`src/rtl/ioctl_upload_reader.sv`:
```
// ioctl_upload_reader
//   Streams a block of core-side RAM (hiscore/NVRAM) back to the SPI host
//   through the data_io upload path. data_io issues one-cycle read strobes
//   with a byte address; this block fetches the byte from a synchronous RAM
//   and holds it on ioctl_din until the next fetch completes.
//
//   Optional feature macro: HISCORE_CHECKSUM_EN
//     defined   : a 16-bit sum of the payload bytes is appended at LEN
//                 (low byte) and LEN+1 (high byte). Both bytes read 8'h00
//                 if the host read the payload out of order. done fires on
//                 LEN+1.
//     undefined : addresses >= LEN read 8'hFF and done fires on LEN-1.
//
// Ports
//   clk_sys       system clock
//   reset_n       asynchronous active-low reset
//   ioctl_upload  host upload window active
//   ioctl_index   upload target selector, block answers to INDEX
//   ioctl_rd      one-cycle read strobe
//   ioctl_addr    requested byte address, valid with ioctl_rd
//   ioctl_din     byte returned to data_io
//   mem_addr      RAM read address
//   mem_rd        RAM read enable
//   mem_q         RAM read data, valid one cycle after mem_rd
//   busy          fetch in progress
//   done          one-cycle pulse when the final payload byte is latched
//   overrun       sticky, a strobe arrived while busy

module ioctl_upload_reader #(
   parameter int          ADDR_W = 10,
   parameter int          LEN    = 1024,
   parameter logic [7:0]  INDEX  = 8'h04
) (
   input  logic              clk_sys,
   input  logic              reset_n,
   input  logic              ioctl_upload,
   input  logic [7:0]        ioctl_index,
   input  logic              ioctl_rd,
   input  logic [24:0]       ioctl_addr,
   output logic [7:0]        ioctl_din,
   output logic [ADDR_W-1:0] mem_addr,
   output logic              mem_rd,
   input  logic [7:0]        mem_q,
   output logic              busy,
   output logic              done,
   output logic              overrun
);

   // state   | meaning
   // --------+-----------------------------------------------
   // S_IDLE  | waiting for a read strobe
   // S_FETCH | RAM read issued for the captured address
   // S_WAIT  | RAM data arriving; selected byte loaded at exit
   // S_LATCH | new byte visible on ioctl_din, done may pulse
   typedef enum logic [1:0] {
      S_IDLE  = 2'd0,
      S_FETCH = 2'd1,
      S_WAIT  = 2'd2,
      S_LATCH = 2'd3
   } state_t;

   localparam logic [24:0] LEN_A  = 25'(LEN);
`ifdef HISCORE_CHECKSUM_EN
   localparam logic [24:0] LEN1_A = 25'(LEN + 1);
   localparam logic [24:0] LAST_A = 25'(LEN + 1);
`else
   localparam logic [24:0] LAST_A = 25'(LEN - 1);
`endif

   state_t      state, state_nxt;
   logic        active, active_q, session_start;
   logic [24:0] addr_q;
   logic [7:0]  din_q;
   logic        overrun_q;
   logic        in_range;
   logic        capture;
   logic        load;
   logic [7:0]  sel_byte;

`ifdef HISCORE_CHECKSUM_EN
   logic [15:0] sum_q;
   logic [24:0] exp_addr;
   logic        seq_err;
`endif

   assign active        = ioctl_upload && (ioctl_index == INDEX);
   assign session_start = active && !active_q;
   assign in_range      = addr_q < LEN_A;
   assign capture       = (state == S_IDLE) && active && ioctl_rd;
   // The byte is registered while leaving WAIT so it is already visible
   // during LATCH, three cycles after the strobe.
   assign load          = (state == S_WAIT) && active;

   always_comb begin
      sel_byte = 8'hFF;
      if (in_range) begin
         sel_byte = mem_q;
      end
`ifdef HISCORE_CHECKSUM_EN
      else if (addr_q == LEN_A) begin
         sel_byte = seq_err ? 8'h00 : sum_q[7:0];
      end else if (addr_q == LEN1_A) begin
         sel_byte = seq_err ? 8'h00 : sum_q[15:8];
      end
`endif
   end

   always_comb begin
      state_nxt = state;
      case (state)
         S_IDLE:  if (capture) state_nxt = S_FETCH;
         S_FETCH: state_nxt = active ? S_WAIT : S_IDLE;
         S_WAIT:  state_nxt = active ? S_LATCH : S_IDLE;
         S_LATCH: state_nxt = S_IDLE;
         default: state_nxt = S_IDLE;
      endcase
   end

   always_ff @(posedge clk_sys or negedge reset_n) begin
      if (!reset_n) begin
         state     <= S_IDLE;
         active_q  <= 1'b0;
         addr_q    <= '0;
         din_q     <= 8'h00;
         overrun_q <= 1'b0;
      end else begin
         state    <= state_nxt;
         active_q <= active;
         if (capture) addr_q <= ioctl_addr;
         if (load)    din_q  <= sel_byte;
         if (session_start) overrun_q <= 1'b0;
         // A strobe during LATCH is also dropped since busy is still high.
         if (active && ioctl_rd && (state != S_IDLE)) overrun_q <= 1'b1;
      end
   end

`ifdef HISCORE_CHECKSUM_EN
   logic [24:0] exp_cur;
   // A strobe on the very first active cycle must compare against 0.
   assign exp_cur = session_start ? 25'd0 : exp_addr;

   always_ff @(posedge clk_sys or negedge reset_n) begin
      if (!reset_n) begin
         sum_q    <= 16'h0000;
         exp_addr <= '0;
         seq_err  <= 1'b0;
      end else begin
         if (session_start) begin
            sum_q    <= 16'h0000;
            exp_addr <= '0;
            seq_err  <= 1'b0;
         end
         if (capture && (ioctl_addr != exp_cur)) seq_err <= 1'b1;
         if (load && in_range) sum_q <= sum_q + {8'h00, mem_q};
         if ((state == S_LATCH) && active) exp_addr <= exp_addr + 25'd1;
      end
   end
`endif

   assign ioctl_din = din_q;
   assign mem_addr  = addr_q[ADDR_W-1:0];
   assign mem_rd    = (state == S_FETCH) && in_range;
   assign busy      = (state != S_IDLE);
   assign done      = (state == S_LATCH) && active && (addr_q == LAST_A);
   assign overrun   = overrun_q;

endmodule

```
`config.mk`:
```
export PLATFORM = sky130hd
export DESIGN_NAME = ioctl_upload_reader
export DESIGN_NICKNAME = d
export VERILOG_FILES = /design/src/rtl/ioctl_upload_reader.sv
export SDC_FILE = /design/constraint.sdc
export NUM_CORES = 1
export LEC_CHECK = 0
export ABC_AREA = 1
export BUFFER_PORTS_ARGS = -buffer_cell sky130_fd_sc_hd__buf_2
export CAP_MARGIN = 0
export CORE_MARGIN = 5
export CORE_UTILIZATION = 40
export DETAILED_ROUTE_END_ITERATION = 10
export PLACE_DENSITY = 0.74
export REMOVE_ABC_BUFFERS = 1
export SLEW_MARGIN = 30
export SYNTH_ARGS = -nofsm -noshare
export SYNTH_HDL_FRONTEND = slang
export SYNTH_SLANG_ARGS = --single-unit
```
`constraint.sdc`:
```
create_clock -name clk_sys -period 1.1 [get_ports clk_sys]
set_clock_uncertainty 0.05 [all_clocks]
set_input_delay 0.22 -clock clk_sys [delete_from_list [all_inputs] [get_ports clk_sys]]
set_output_delay 0.22 -clock clk_sys [all_outputs]
set_load 0.05 [all_outputs]
```
==> results of run 1 <==
## metal layers
layer  GRT usage, %  wire, um  part of all wire (%)  vias up
met1          19.97      2125                    41      827
met2          27.24      2580                    50       68
met5              0         0                     0        -
met4          4.223        78                   1.5        0
li1               -         -                     -      919
met3          4.709       340                   6.6        8
## cell type report
class / count / area [um2] / area share [%]
clock buffer: 6 / 82.58 / 2.825
clock inverter: 1 / 7.507 / 0.2568
inverter: 11 / 43.79 / 1.498
multi-input combinational: 161 / 867.1 / 29.67
sequential: 37 / 925.9 / 31.68
tap: 67 / 83.83 / 2.868
timing repair buffer: 108 / 912.1 / 31.21
## repair_timing
action,4_1_cts,5_1_grt
cloned,0,1
hold buffers,1,0
endpoints found under the hold margin,37,0
endpoints found under the setup margin,58,58
setup buffers,7,10
pin swaps,2,5
resized for setup,75,11
## state kept, by name, summed over array words and instances (netlist names)
| register | flops |
|---|---|
| addr_q | 25 |
| ioctl_din | 8 |
| state | 2 |
| active_q | 1 |
| overrun | 1 |
## power by group through the flow
stage	logic, mW	clock network (mW)	registers (mW)
4_1_cts	0.436	0.987	1.40
5_1_grt	0.486	1.05	1.40
2_1_floorplan	0.130	0	1.46
3_3_place_gp	0.385	0	1.42
3_5_place_dp	0.393	0	1.42
6_report	0.442	0.954	1.40
## final timing paths
kind | depth (start not counted) | from | to | slack, ns
setup / recovery | 6 | addr_q[16] | mem_rd | -0.62
hold / removal | 3 | ioctl_addr[5] | addr_q[5] | 0.13
setup reg to reg | 7 | state[1] | addr_q[14] | -0.22
hold reg to reg | 2 | addr_q[24] | addr_q[24] | 0.42
max in group asynchronous | 3 | reset_n | ioctl_din[4] | 0.43
min in group asynchronous | 3 | reset_n | ioctl_din[7] | 0.38
## placed cells by master (no fill, tap or decap), types with 2 or more instances in the layout
| master | n |
|---|---|
| buf_6 | 27 |
| nand2_1 | 86 |
| nor2_2 | 5 |
| nand3b_1 | 9 |
| nand3_1 | 2 |
| buf_2 | 44 |
| buf_8 | 11 |
| inv_2 | 2 |
| clkbuf_8 | 6 |
| inv_1 | 8 |
| nand2_4 | 2 |
| dfrtp_1 | 37 |
| nand2_2 | 8 |
| nand4_1 | 26 |
| nor2_1 | 10 |
| buf_4 | 23 |
| buf_12 | 2 |
| nor2_4 | 6 |
## cells by family after synthesis
kind of cell	after synthesis	synth area share (%)
DFF	37	46.63
buffers and inverters	30	11.91
AOI/OAI and AO/OA	1	0.2518
and+or+nand+nor	159	41.21
## metrics by stage
step           setup slack (ns)  power, mW  utilization [%]
4_1_cts                 -0.6358      2.821            59.14
3_3_place_gp            -0.3974      1.806            51.14
5_1_grt                 -0.7057      2.937            61.07
6_report                -0.6236      2.795            61.07
3_5_place_dp            -0.4520      1.816            51.14
2_1_floorplan            -1.070      1.590                -
## critical path: stages, from the launching register on
cell and delay [ns]:
dfrtp_1 0.38, nor2_1 0.10, nand2_1 0.11, nor2_2 0.14, nand2_1 0.07, nor3_2 0.17
buf_6 0.19
==> results_dict.tcl, run 1 <==
set metrics [dict create \
    async_reset_ff_share_pct 100.0 \
    synth_area_leaders "dfrtp_1 47%, nand2_1 17%, nand4_1 8.2%" \
    end_kind "output port" \
    status "finished, violations left" \
    holdCritPathClass "input pin to flop" \
    hold_violations 0 \
    violations "setup timing" \
    cp.required_ns 0.83 \
    crit_path_max_fanout 2 \
    yosysWarnings 0 \
    antenna_found_initial 0 \
    design_area_um2 2923 \
    antenna_cells 0 \
    dp.cells 370 \
    maxClockFrequency_mhz 580.2 \
    cts.path.max_buffers 2 \
    synth.distinct_cells 23 \
    grt_pass1_vias 1814 \
    tightest_slew_ns 0.2136 \
    drc 0 \
    syn_area_per_cell_um2 8.747 \
    drt_first_pass_iters 4 \
    worstSetupPathType "flop to output port" \
    p_leak_nw 1.617 \
    grt_max_degree 38 \
    final_cells 391 \
    ant_nets 0 \
    maxCapViolCount 0 \
    rows 25 \
    p_int_mw 2.087 \
    sw_frac_of_total_pct 25.34 \
    syn2layout_area_growth_pct 47.20 \
    vias 1822 \
    ys.flop_type "dfrtp_1" \
    cts_root_buf "clkbuf_8" \
    die_area_um2 6473 \
    final_nets 369 \
    clock_sinks 37 \
    setup_tns_ns -9.426 \
    p_seq_share_pct 50.1 \
    cp.arrival_ns 1.45 \
    synth_edf_count 0 \
    syn-instance-count 227 \
    p_per_area_nw_per_um2 956.2 \
    gr-usage-all-layers_pct 16.10 \
    numCtsBuffers 5 \
    drt_wl_total_mm 5.126 \
    drv_slew 0 \
    rsz0062_at_grt "true" \
    netlist.area_leader.share_pct 46.63 \
    drive_gt1_share_pct 44.44 \
    place_hpwl_mm 3.560 \
    switchingPower_mw 0.7082 \
    grt_pass1_wl_mm 8.100 \
    drtIter0Drc 91 \
    coreArea_um2 4786 \
    worstSkewPairLatency_ns 0.28 \
    fin_ws_ns -0.6236 \
    place_congestion 0.7028 \
    cts_tree "built" \
    h-tree-depth 2 \
    initial_core_util_pct 41.49 \
    period_needed_ns 1.724 \
    die_h_um 80.46 \
    yosysTopAreaCell "dfrtp_1" \
    wl_per_cell_um 13.11 \
    via_per_inst 4.660 \
    syn_area_um2 1986 \
    clkPwrFrac_pct 34.1 \
    finalSetupViolCount 51 \
    comb_power_share_pct 15.8 \
    globalRoute.totalOverflow 0 \
    relSlewSlack_pct 85.71 \
    clk_pin_slew_ns 0.07 \
    ir_drop_v 0.0008471 \
    die-width_um 80.46 \
    io_pins 67 \
    ys_seq_area_share_pct 46.63 \
    startpoint_type "flop" \
    port-buffer-count 66 \
    whs_ns 0.1307 \
    nFillCells 418 \
    synth_common_cells "90 x nand2_1, 37 x dfrtp_1, 26 x nand4_1" \
    dpl_cell_area_um2 2447 \
    ys_ff_latch 37 \
    post-synth-top-count-cell "nand2_1" \
    post-route-period-util_pct 156.7 \
]
(Power assumes the default switching activity.)
==> inputs of run 2 (changes only) <==
--- a/config.mk
+++ b/config.mk
@@ -11,7 +11,7 @@
 export CORE_MARGIN = 5
 export CORE_UTILIZATION = 40
 export DETAILED_ROUTE_END_ITERATION = 10
-export PLACE_DENSITY = 0.74
+export PLACE_DENSITY = 0.68
 export REMOVE_ABC_BUFFERS = 1
 export SLEW_MARGIN = 30
 export SYNTH_ARGS = -nofsm -noshare
==> results_dict.tcl, run 2 (synthesis results as in run 1) <==
set metrics [dict create \
    status "finished, violations left" \
    violations "setup timing" \
    reg2reg_slack_ns -0.36 \
    maxClockFrequency_mhz 554.9 \
    rr_startpoint "state[1]" \
    tightest_slew_ns 0.2120 \
    wl_per_cell_um 14.64 \
    final_nets 386 \
    cts_tree "built" \
    syn2layout_area_growth_pct 67.55 \
    antenna_cells 0 \
    post-route-period-util_pct 163.8 \
    die-width_um 80.46 \
    antenna_found_initial 0 \
    drt_wl_total_mm 5.975 \
    cp.required_ns 0.83 \
    cts_root_buf "clkbuf_8" \
    initial_core_util_pct 41.49 \
    max_stage_delay_ns 0.37 \
    numCtsBuffers 5 \
    rsz0062_at_grt "true" \
    ir_drop_v 0.0007761 \
    rows 25 \
    hold_violations 0 \
    pre_cts_ws_ns -0.4251 \
    cp.arrival_ns 1.53 \
    clk_pin_slew_ns 0.07 \
    clock_sinks 37 \
    drtIter0Drc 75 \
    coreArea_um2 4786 \
    end_kind "output port" \
    holdCritPathClass "input pin to flop" \
    cts.path.max_buffers 2 \
    dpl_cell_area_um2 2477 \
    relSlewSlack_pct 85.82 \
    final_cell_mix "50 x nand2_1, 44 x buf_2, 37 x dfrtp_1" \
    crit_start "addr_q[6]" \
    crit_slowest_cell "dfrtp_1" \
    fin_ws_ns -0.7023 \
    finalSetupViolCount 55 \
    io_pins 67 \
    grt_max_degree 38 \
    reg2reg_depth 8 \
    port-buffer-count 66 \
    maxCapViolCount 0 \
    largest_register_ffs 25 \
    regToRegEndpoint "addr_q[4]" \
    worstSkewPairLatency_ns 0.29 \
    drt_first_pass_iters 4 \
    place_congestion 0.7046 \
    p_leak_nw 1.769 \
    grt_pass1_vias 1869 \
    place_hpwl_mm 3.478 \
    regMostFlops "addr_q" \
    drc 0 \
    via_per_inst 4.843 \
    grt_pass1_wl_mm 8.832 \
    gr-usage-all-layers_pct 17.79 \
    drv_slew 0 \
    crit_chain "nand2_1, nor2_2, nand3b_1, nor2_2, nand2_1, nor2_2, buf_6" \
    ant_nets 0 \
    crit_path_max_fanout 2 \
    h-tree-depth 2 \
    startpoint_type "flop" \
    vias 1976 \
    drive_gt1_share_pct 58.36 \
    p_per_area_nw_per_um2 853.6 \
    design_area_um2 3327 \
    layout_commonest_cell "nand2_1" \
    critPathCapture "done" \
    period_needed_ns 1.802 \
    worstSetupPathType "flop to output port" \
    die_area_um2 6473 \
    setup_tns_ns -12.48 \
    power_mw 2.840 \
    globalRoute.totalOverflow 0 \
    worst_path_most_repeated_cell "nor2_2" \
    die_h_um 80.46 \
]
run 2: cell types whose count changed in the layout (fill, tap and decap cells not counted), moves of 2 or more:
| cell | change |
|---|---|
| nand2_2 | +19 |
| nor2_2 | +4 |
| nand2_1 | -36 |
| nand2_4 | +17 |
| buf_6 | +6 |
| buf_16 | +2 |
| buf_4 | +6 |
| nor2_1 | -3 |
run 2: repair_timing:
| action | 4_1_cts | 5_1_grt |
|---|---|---|
| gates resized for setup | 103 | 55 |
| hold buffers | 1 | 0 |
| gates cloned | 3 | 3 |
| buffers inserted | 12 | 16 |
| pin swaps | 2 | 19 |
| endpoints found under the hold margin | 37 | 0 |
| endpoints found under the setup margin | 58 | 58 |
run 2: worst min path at each step:
stage | startpoint | slack [ns] | to | depth (start not counted)
3_5_place_dp | reset_n | 0.15 | ioctl_din[7] | 2
6_report | ioctl_addr[14] | 0.13 | addr_q[14] | 3
4_1_cts | ioctl_addr[8] | 0.13 | addr_q[8] | 3
2_1_floorplan | reset_n | -0.13 | active_q | 0
3_3_place_gp | reset_n | 0.15 | ioctl_din[2] | 2
5_1_grt | ioctl_addr[20] | 0.13 | addr_q[20] | 3
run 2: layout make-up:
cell class / count / area, um2
fill: 355 / 1459
timing repair buffer: 125 / 1140
multi-input combinational: 161 / 1045
sequential: 37 / 925.9
clock buffer: 7 / 86.33
tap: 67 / 83.83
inverter: 11 / 46.29
run 2: power breakdown:
group	internal (mW)	switching [mW]	leakage [nW]
registers	1.38	0.0203	0.515
logic	0.233	0.251	1.21
clock network	0.497	0.454	0.0443
run 2: through the flow:
| stage | utilization (%) | instances | hold WS (ns) |
|---|---|---|---|
| 2_1_floorplan | - | 208 | -0.1256 |
| 3_3_place_gp | 51.76 | 374 | 0.1465 |
| 3_5_place_dp | 51.76 | 374 | 0.1517 |
| 4_1_cts | 63.90 | 394 | 0.1317 |
| 5_1_grt | 69.52 | 408 | 0.1325 |
| 6_report | 69.52 | 408 | 0.1321 |
run 2: worst max-delay path, delay by kind of cell, from the launching register on:
family	cells	cell delay (ns)
buf+inv	1	0.17
simple gates	6	0.70
flops	1	0.37
run 2: layer usage:
metal / part of all wire (%) / GRT usage, % / vias to the layer above
li1: - / - / 958
met1: 39 / 22.51 / 938
met2: 54 / 30.38 / 71
met3: 5.5 / 4.933 / 9
met4: 1.3 / 3.547 / 0
met5: 0 / 0 / -
